File: config.mk
export PLATFORM = sky130hd
export DESIGN_NAME = regfile_write_ctrl
export DESIGN_NICKNAME = d
export VERILOG_FILES = /design/src/rtl/regfile_pkg.sv /design/src/rtl/regfile_write_ctrl_wb_fifo.sv /design/src/rtl/regfile_write_ctrl.sv
export SDC_FILE = /design/constraint.sdc
export NUM_CORES = 1
export LEC_CHECK = 0
export CORE_MARGIN = 3
export CORE_UTILIZATION = 30
export DETAILED_ROUTE_END_ITERATION = 8
export HOLD_SLACK_MARGIN = 0.1
export PLACE_DENSITY = 0.58
export SLEW_MARGIN = 25
export SYNTH_ARGS = -nofsm -noshare
export SYNTH_HDL_FRONTEND = slang
export SYNTH_SLANG_ARGS = --single-unit
File: constraint.sdc
create_clock -name clk_i -period 13.6 [get_ports clk_i]
set_input_delay 1.36 -clock clk_i [delete_from_list [all_inputs] [get_ports clk_i]]
set_output_delay 1.36 -clock clk_i [all_outputs]
set_load 0.01 [all_outputs]
File: src/rtl/regfile_pkg.sv
// Shared types and sizes for the register-file write side.
package regfile_pkg;

  localparam int unsigned RegAddrW = 5;
  localparam int unsigned NumRegs  = 32;
  localparam int unsigned DataW    = 32;

  typedef struct packed {
    logic [RegAddrW-1:0] addr;
    logic [DataW-1:0]    data;
  } wb_entry_t;

  typedef enum logic [1:0] {
    IDLE    = 2'd0,
    REQ     = 2'd1,
    RELEASE = 2'd2
  } wr_state_e;

endpackage

File: src/rtl/regfile_write_ctrl_wb_fifo.sv
// Writeback queue: Depth x wb_entry_t with wrap-bit pointers and a per-slot valid vector.
module wb_fifo
  import regfile_pkg::*;
#(
  parameter int unsigned Depth = 4
) (
  input  logic                                   clk_i,
  input  logic                                   rst_i,
  input  logic                                   push_i,
  input  wb_entry_t                              entry_i,
  input  logic                                   pop_i,
  output wb_entry_t                              head_o,
  output logic                                   full_o,
  output logic                                   empty_o,
  output logic [$clog2(Depth):0]                 count_o,
  output logic [Depth-1:0]                       valid_o,
  output logic [Depth-1:0][RegAddrW-1:0]         addrs_o
);

  localparam int unsigned PtrW = $clog2(Depth);

  wb_entry_t         mem_q [Depth];
  logic [PtrW:0]     wr_q, rd_q;
  logic              push_ok, pop_ok;

  assign full_o  = (wr_q[PtrW] != rd_q[PtrW]) && (wr_q[PtrW-1:0] == rd_q[PtrW-1:0]);
  assign empty_o = (wr_q == rd_q);
  assign count_o = wr_q - rd_q;
  assign head_o  = mem_q[rd_q[PtrW-1:0]];
  assign push_ok = push_i && !full_o;
  assign pop_ok  = pop_i && !empty_o;

  always_ff @(posedge clk_i or posedge rst_i) begin
    if (rst_i) begin
      wr_q <= '0;
      rd_q <= '0;
      for (int i = 0; i < int'(Depth); i++) mem_q[i] <= '0;
    end else begin
      if (push_ok) begin
        mem_q[wr_q[PtrW-1:0]] <= entry_i;
        wr_q                  <= wr_q + (PtrW+1)'(1);
      end
      if (pop_ok) rd_q <= rd_q + (PtrW+1)'(1);
    end
  end

  // Slot i is live when its distance from the read pointer is below the fill count.
  always_comb begin
    valid_o = '0;
    addrs_o = '0;
    for (int i = 0; i < int'(Depth); i++) begin
      valid_o[i] = {1'b0, PtrW'(PtrW'(i) - rd_q[PtrW-1:0])} < count_o;
      addrs_o[i] = mem_q[i].addr;
    end
  end

endmodule

File: src/rtl/regfile_write_ctrl.sv
// Register-file write side: queues writebacks and drains them with a 4-phase req/ack handshake.
module regfile_write_ctrl
  import regfile_pkg::*;
#(
  parameter int unsigned DataWidth  = 32,
  parameter int unsigned Depth      = 4,
  parameter int unsigned SyncStages = 2
) (
  input  logic                       clk_i,
  input  logic                       rst_i,
  input  logic                       wb_valid_i,
  output logic                       wb_ready_o,
  input  logic [RegAddrW-1:0]        wb_addr_i,
  input  logic [DataWidth-1:0]       wb_data_i,
  output logic                       rf_req_w_o,
  output logic [RegAddrW-1:0]        rf_waddr_o,
  output logic [DataWidth-1:0]       rf_wdata_o,
  output logic                       rf_we_o,
  input  logic                       rf_ack_i,
  output logic [NumRegs-1:0]         pending_o,
  output logic [$clog2(Depth):0]     count_o,
  output logic                       idle_o
);

  wb_entry_t                     entry_in, head;
  logic                          full, empty, push_c, pop_c, ack_s;
  logic [Depth-1:0]              valid;
  logic [Depth-1:0][RegAddrW-1:0] addrs;

  wr_state_e                     state_q, state_d;
  logic                          req_q, req_d;
  logic [RegAddrW-1:0]           waddr_q, waddr_d;
  logic [DataWidth-1:0]          wdata_q, wdata_d;

  // x0 writes are handshaken on the input side but never stored.
  assign push_c   = wb_valid_i && !full && (wb_addr_i != '0);
  assign entry_in = '{addr: wb_addr_i, data: DataW'(wb_data_i)};

  wb_fifo #(.Depth(Depth)) u_fifo (
    .clk_i   (clk_i),
    .rst_i   (rst_i),
    .push_i  (push_c),
    .entry_i (entry_in),
    .pop_i   (pop_c),
    .head_o  (head),
    .full_o  (full),
    .empty_o (empty),
    .count_o (count_o),
    .valid_o (valid),
    .addrs_o (addrs)
  );

  if (SyncStages == 0) begin : g_nosync
    assign ack_s = rf_ack_i;
  end else begin : g_sync
    logic [SyncStages-1:0] sync_q;
    always_ff @(posedge clk_i or posedge rst_i) begin
      if (rst_i) begin
        sync_q <= '0;
      end else begin
        sync_q[0] <= rf_ack_i;
        for (int i = 1; i < int'(SyncStages); i++) sync_q[i] <= sync_q[i-1];
      end
    end
    assign ack_s = sync_q[SyncStages-1];
  end

  always_ff @(posedge clk_i or posedge rst_i) begin
    if (rst_i) begin
      state_q <= IDLE;
      req_q   <= 1'b0;
      waddr_q <= '0;
      wdata_q <= '0;
    end else begin
      state_q <= state_d;
      req_q   <= req_d;
      waddr_q <= waddr_d;
      wdata_q <= wdata_d;
    end
  end

  always_comb begin
    state_d = state_q;
    req_d   = req_q;
    waddr_d = waddr_q;
    wdata_d = wdata_q;
    pop_c   = 1'b0;
    unique case (state_q)
      IDLE: begin
        if (!empty) begin
          waddr_d = head.addr;
          wdata_d = DataWidth'(head.data);
          req_d   = 1'b1;
          state_d = REQ;
        end
      end
      REQ: begin
        if (ack_s) begin
          req_d   = 1'b0;
          state_d = RELEASE;
        end
      end
      RELEASE: begin
        // Head stays queued (and pending) until the far side has dropped ack.
        if (!ack_s) begin
          pop_c   = 1'b1;
          state_d = IDLE;
        end
      end
      default: begin
        req_d   = 1'b0;
        state_d = IDLE;
      end
    endcase
  end

  always_comb begin
    pending_o = '0;
    for (int i = 0; i < int'(Depth); i++) begin
      if (valid[i]) pending_o[addrs[i]] = 1'b1;
    end
    pending_o[0] = 1'b0;
  end

  assign rf_req_w_o = req_q;
  assign rf_we_o    = req_q;
  assign rf_waddr_o = waddr_q;
  assign rf_wdata_o = wdata_q;
  assign wb_ready_o = !full;
  assign idle_o     = empty && (state_q == IDLE);

endmodule

==> flow_metrics.env, run 1 <==
export IMPL_synthTopCellsByCount="dfrtp_1, mux2_2, mux2_4"
export IMPL_min_path_type="flip-flop to flip-flop"
export IMPL_dieArea_um2=36300
export IMPL_rsz0062_at_grt="false"
export IMPL_cts_sink_count=196
export IMPL_clock_path_buffers=2
export IMPL_grtUsageTotal_pct=13.38
export IMPL_required_ns=12.24
export IMPL_seq_area_frac_synth_pct=48.01
export IMPL_drive_above_1_share_pct=33.37
export IMPL_synth_main_ff_cell="dfrtp_1"
export IMPL_antenna_found_initial=2
export IMPL_htreeDepth=4
export IMPL_slew_viol_final=0
export IMPL_whs_path_depth=0
export IMPL_fin_area_um2=12110
export IMPL_crit_path_cell_trace="ha_1, inv_1, fa_1, inv_1, ha_1, nor2b_1, o21ai_4, nand3b_4, o211ai_1, clkdlybuf4s50_1"
export IMPL_yosys_area_top_type="dfrtp_1"
export IMPL_num_rows=66
export IMPL_grt_busiest_layer="met2"
export IMPL_final_nets=854
export IMPL_core_region_area_um2=33030
export IMPL_clkSlewWorstSetupHoldPaths_ns=0.08
export IMPL_post_cts_buffers=0
export IMPL_cts_hold_buffers=0
export IMPL_maxCapViolCount=0
export IMPL_fin_util_pct=36.67
export IMPL_dr_pass1_iters=4
export IMPL_post_cts_resized=0
export IMPL_syn_to_final_growth_pct=18.57
export IMPL_power_leakage_nw=4.930
export IMPL_fin_crit_sh_pct=42.63
export IMPL_ys_seq_elements=196
export IMPL_grtUsageMet2_pct=21.16
export IMPL_root_buffer="clkbuf_16"
export IMPL_start_kind="flip-flop"
export IMPL_drt_initial_drc_count=410
export IMPL_hold_slack_ns=0.3518
export IMPL_status="finished, final reports clean"
export IMPL_synth_area_um2=10220
export IMPL_synth_distinct_cells=51
export IMPL_cp_depth=10
export IMPL_synth_fp_nets=773
export IMPL_postSynthCellCount=718
export IMPL_vias=6382
export IMPL_detail_route_drc_violations=0
export IMPL_fp_dieH_um=190.5
export IMPL_gr_usage_met3_pct=2.813
export IMPL_cpLargestDelayFamily="adder cells"
export IMPL_setup_viol=0
export IMPL_slew_headroom_pct=38.34
export IMPL_power_density_nw_per_um2=289.3
export IMPL_critPathBufInv=3
export IMPL_numCtsBuffers=17
export IMPL_worstMarginPinSlew_ns=0.9231
export IMPL_synth_most_common_cell="dfrtp_1"
export IMPL_arrival_ns=4.44
export IMPL_yosys_warnings=0
export IMPL_vias_per_cell=5.081
export IMPL_setup_ws_ns=7.802
export IMPL_drt_total_wl_um=23950
export IMPL_finalClockSkew_ns=0.01393
export IMPL_tns_ns=0
export IMPL_initial_core_util_pct=30.93
export IMPL_finalCriticalPeriod_ns=5.798
export IMPL_met1_usage_pct=18.47
export IMPL_final_antenna_net_count=0
export IMPL_port_buffer_count=115
export IMPL_gp_congestion=0.9057
export IMPL_wl_per_cell_um=19.07
export IMPL_place_ws_ns=8.210
export IMPL_crit_path_end_kind="output port"
export IMPL_die_w_um=190.5
export IMPL_overflow=0
export IMPL_cp_max_fo=41
export IMPL_synth_async_sr_flop_share_pct=100.0
export IMPL_postSynthAreaPerCell_um2=14.23
export IMPL_synth_top_area_share_pct=48.01
export IMPL_grt_max_degree=126
export IMPL_slowest_delay_ns=1.00
export IMPL_place_area_um2=11530
export IMPL_slowest_stage="dfrtp_4"
export IMPL_final_cells=1256
export IMPL_grt_pass1_wl_um=37970
export IMPL_io_pins=117
export IMPL_synth_edf_count=0
export IMPL_clock_latency_ns=0.43
export IMPL_fmax_mhz=172.5
export IMPL_grt_pass1_vias=6503
export IMPL_n_fill_cell=3176
export IMPL_dp_cells=1222
export IMPL_synth_area_top_cells="dfrtp_1, mux2_2, mux4_2, mux2_4, a32oi_1"
export IMPL_cts_tree="yes"
export IMPL_p_total_mw=3.504
export IMPL_dpl_hpwl_um=15210
export IMPL_criticalPathCategory="flip-flop to output port"
export IMPL_peakVddDrop_mv=0.1318
export IMPL_reg2reg_depth=5
export IMPL_timing_final_hold_violations=0
==> worst paths after layout <==
check / startpoint / end / slack [ns]
min in group asynchronous: rst_i / u_fifo.mem_q[90]$_DFFE_PP0P_ / 1.48
setup reg to reg: u_fifo.rd_q[0]$_DFFE_PP0P_ / u_fifo.mem_q[133]$_DFFE_PP0P_ / 10.47
max in group asynchronous: rst_i / u_fifo.rd_q[0]$_DFFE_PP0P_ / 10.86
hold reg to reg: g_sync.sync_q[0]$_DFF_PP0_ / g_sync.sync_q[1]$_DFF_PP0_ / 0.35
setup / recovery: u_fifo.rd_q[0]$_DFFE_PP0P_ / pending_o[14] / 7.80
hold / removal: g_sync.sync_q[0]$_DFF_PP0_ / g_sync.sync_q[1]$_DFF_PP0_ / 0.35
==> layout make-up <==
| cell class | count | area, µm² | share of cell area, % |
|---|---|---|---|
| Timing Repair Buffer | 118 | 1177 | 9.720 |
| Antenna cell | 2 | 5.005 | 0.04132 |
| Inverter | 11 | 48.80 | 0.4028 |
| Tap cell | 442 | 553.0 | 4.566 |
| Clock inverter | 14 | 137.6 | 1.136 |
| Sequential cell | 196 | 4910 | 40.53 |
| Clock buffer | 18 | 439.2 | 3.626 |
| Multi-Input combinational cell | 455 | 4842 | 39.98 |
==> cells by family (layout without fill, tap and decap cells) <==
kind of cell,after synthesis,after routing,synth area share (%)
buffers and inverters,67,161,4.752
AOI/OAI and AO/OA,56,56,4.801
xor gates and xnor gates,7,7,0.8574
other,1,3,0.03671
muxes,224,224,30.59
and+or+nand+nor,153,153,9.161
DFF,196,196,48.01
adders and majority gates,14,14,1.788
==> flip-flops by register name, indices dropped and copies added, names as in the netlist <==
| signal | cells |
|---|---|
| rf_req_w_o | 1 |
| rf_waddr_o | 5 |
| u_fifo.addrs_o | 20 |
| u_fifo.mem_q | 128 |
| rf_wdata_o | 32 |
| state_q | 2 |
| g_sync.sync_q | 2 |
| u_fifo.rd_q | 3 |
| u_fifo.wr_q | 3 |
==> power breakdown <==
part / switching, mW / internal [mW]
sequential: 0.268 / 0.887
clock: 0.245 / 0.250
combinational: 0.847 / 1.01
total: 1.36 / 2.14
==> worst register-to-register path, stage by stage, from the launching register on <==
cell,delay (ns)
dfrtp_4,1.00
inv_1,0.11
ha_1,0.38
nand3_4,0.17
nand4_4,0.72
mux2_1,0.62
==> cell usage in the layout, fill, tap and decap left out, types with 2 or more instances in the layout <==
cell type and n:
mux4_2 37, clkdlybuf4s50_1 115, a32oi_1 30, mux2_2 126
buf_4 2, nand2b_1 3, dfrtp_1 194, ha_1 13
mux2_1 10, clkbuf_16 17, inv_6 4, nor2b_1 8
diode_2 2, o221ai_1 2, nand3b_1 11, nand3_4 2
mux2_4 50, and3b_1 4, nor2_1 21, nor3b_1 9
inv_8 6, nand4_1 9, nand2_1 21, and2_1 2
nand3_1 42, xnor2_1 4, nor3_1 6, o21ai_4 3
o211ai_1 13, and3_1 3, a21oi_2 3, or3b_2 3
or3_1 2, clkinv_4 2, inv_1 10, nand4_4 4
==> routing by layer <==
metal | vias up | part of all wire, %
met2 | 160 | 48
li1 | 2866 | -
met5 | - | 0
met1 | 3317 | 45
met4 | 0 | 2.4
met3 | 39 | 4.3
(Power assumes the default switching activity.)
==> inputs of run 2 (changes only) <==
Settings changed: PLACE_DENSITY 0.58 to 0.6.
Clock period 13.6 ns to 4.7 ns, I/O delays scaled along.
==> run 2 against run 1 <==
Critical path depth rose by 1. Sequential cell count unchanged. Power grew to 2.9 times the previous value. Largest cell class unchanged. Core utilization rose by 0.17 points. Via count decreased by 0.96%.
==> flow_metrics.env, run 2 (synthesized netlist as in run 1, its figures left out) <==
export IMPL_status="finished, final reports clean"
export IMPL_grt_pass1_wl_um=38760
export IMPL_drive_above_1_share_pct=33.62
export IMPL_grt_max_degree=117
export IMPL_n_fill_cell=3220
export IMPL_fin_crit_sh_pct=92.21
export IMPL_cts_tree="yes"
export IMPL_required_ns=4.23
export IMPL_largest_reg_flops=128
export IMPL_worstMarginPinSlew_ns=0.9241
export IMPL_criticalPathCategory="flip-flop to output port"
export IMPL_timing_final_hold_violations=0
export IMPL_fmax_mhz=230.7
export IMPL_overflow=0
export IMPL_p_int_mw=6.337
export IMPL_setup_viol=0
export IMPL_wl_per_cell_um=19.03
export IMPL_dieArea_um2=36300
export IMPL_finalClockSkew_ns=0.03018
export IMPL_place_area_um2=11550
export IMPL_layout_cells_most_common="dfrtp_1"
export IMPL_io_pins=117
export IMPL_finalCriticalPeriod_ns=4.334
export IMPL_p_sw_mw=3.915
export IMPL_vias=6321
export IMPL_core_region_area_um2=33030
export IMPL_vias_per_cell=5.021
export IMPL_port_buffer_count=115
export IMPL_maxCapViolCount=0
export IMPL_post_cts_resized=0
export IMPL_syn_to_final_growth_pct=19.13
export IMPL_clock_path_buffers=2
export IMPL_crit_path_cell_trace="inv_1, ha_1, inv_1, fa_1, inv_1, ha_1, nor2b_1, o21ai_4, a32oi_1, o211ai_1, clkdlybuf4s50_1"
export IMPL_crit_top_cell="inv_1"
export IMPL_fp_dieH_um=190.5
export IMPL_initial_core_util_pct=30.93
export IMPL_slew_headroom_pct=38.27
export IMPL_slowest_delay_ns=0.59
export IMPL_grtUsageTotal_pct=13.56
export IMPL_clock_latency_ns=0.44
export IMPL_cts_hold_buffers=0
export IMPL_worst_r2r_setup_slack_ns=1.46
export IMPL_power_density_nw_per_um2=842.4
export IMPL_p_clk_share_pct=14.8
export IMPL_num_rows=66
export IMPL_cts_sink_count=196
export IMPL_htreeDepth=4
export IMPL_final_nets=857
export IMPL_antenna_found_initial=2
export IMPL_slowest_stage="o21ai_4"
export IMPL_peakVddDrop_mv=0.5322
export IMPL_power_frac_comb_pct=53.6
export IMPL_die_w_um=190.5
export IMPL_detail_route_drc_violations=0
export IMPL_crit_path_end_kind="output port"
export IMPL_numCtsBuffers=17
export IMPL_power_leakage_nw=4.953
export IMPL_tns_ns=0
export IMPL_drt_initial_drc_count=442
export IMPL_root_buffer="clkbuf_16"
export IMPL_cp_max_fo=31
export IMPL_arrival_ns=3.86
export IMPL_rsz0062_at_grt="false"
export IMPL_final_antenna_net_count=0
export IMPL_clkSlewWorstSetupHoldPaths_ns=0.08
export IMPL_p_seq_share_pct=31.6
export IMPL_drt_total_wl_um=23950
export IMPL_dr_pass1_iters=5
export IMPL_regMostFlops="u_fifo.mem_q"
export IMPL_fin_area_um2=12170
export IMPL_start_kind="flip-flop"
export IMPL_dpl_hpwl_um=15380
export IMPL_min_path_type="flip-flop to flip-flop"
export IMPL_slew_viol_final=0
export IMPL_p_sw_share_pct=38.19
export IMPL_gp_congestion=0.9232
export IMPL_grt_pass1_vias=6767
export IMPL_post_cts_buffers=0
export IMPL_layout_common_cells="dfrtp_1, mux2_2, clkdlybuf4s50_1, mux2_4, nand3_1"
-- run 2: per-layer routing --
metal,up-vias,global-route usage [%],wire (µm)
li1,2861,-,-
met4,0,3.641,374
met5,-,0,0
met3,26,3.088,1037
met2,175,21.85,11520
met1,3259,18.50,11020
-- run 2: power groups by stage --
stage          registers (mW)  clock network [mW]  logic, mW
2_1_floorplan            3.03                   0       4.31
3_3_place_gp             3.23                   0       5.48
3_5_place_dp             3.26                   0       5.53
4_1_cts                  3.23                1.56       5.55
5_1_grt                  3.37                1.64       5.97
6_report                 3.23                1.52       5.50
-- run 2: cell type report --
cell class / instances / area [µm²] / share of cell area [%]
Clock buffer: 19 / 452.9 / 3.722
Inverter: 11 / 45.04 / 0.3701
Antenna cell: 2 / 5.005 / 0.04112
Clock inverter: 13 / 161.4 / 1.326
Timing Repair Buffer: 121 / 1209 / 9.931
Sequential cell: 196 / 4910 / 40.34
Multi-Input combinational cell: 455 / 4835 / 39.72
Tap cell: 442 / 553.0 / 4.544
-- run 2: critical path, delay by kind of cell (launching register included) --
kind / cells / cell delay, ns
AOI/OAI and AO/OA: 3 / 0.96
adders and majority gates: 3 / 0.99
and+or+nand+nor: 1 / 0.15
buffers and inverters: 4 / 0.87
DFF: 1 / 0.44
-- run 2: final timing paths --
| path | startpoint | end | depth (start not counted) |
|---|---|---|---|
| worst max register to register | u_fifo.rd_q[0]$_DFFE_PP0P_ | u_fifo.mem_q[15]$_DFFE_PP0P_ | 7 |
| worst max-delay path | u_fifo.wr_q[0]$_DFFE_PP0P_ | pending_o[19] | 11 |
| worst min-delay path | g_sync.sync_q[0]$_DFF_PP0_ | g_sync.sync_q[1]$_DFF_PP0_ | 0 |
| max in group asynchronous | rst_i | u_fifo.rd_q[0]$_DFFE_PP0P_ | 3 |
| min in group asynchronous | rst_i | rf_wdata_o[10]$_DFFE_PP0P_ | 2 |
| worst min register to register | g_sync.sync_q[0]$_DFF_PP0_ | g_sync.sync_q[1]$_DFF_PP0_ | 0 |
-- run 2: metrics by stage --
stage	worst slack [ns]	hold slack [ns]	power [mW]	util [%]	cells
finish	0.3661	0.3527	10.25	36.84	1259
global placement	0.8920	0.3358	8.711	34.97	1225
global route	0.1417	0.3677	10.98	36.84	1259
CTS	0.3679	0.3558	10.35	36.83	1257
floorplan	1.074	0.3312	7.341	-	718
detailed placement	0.8502	0.3362	8.795	34.97	1225
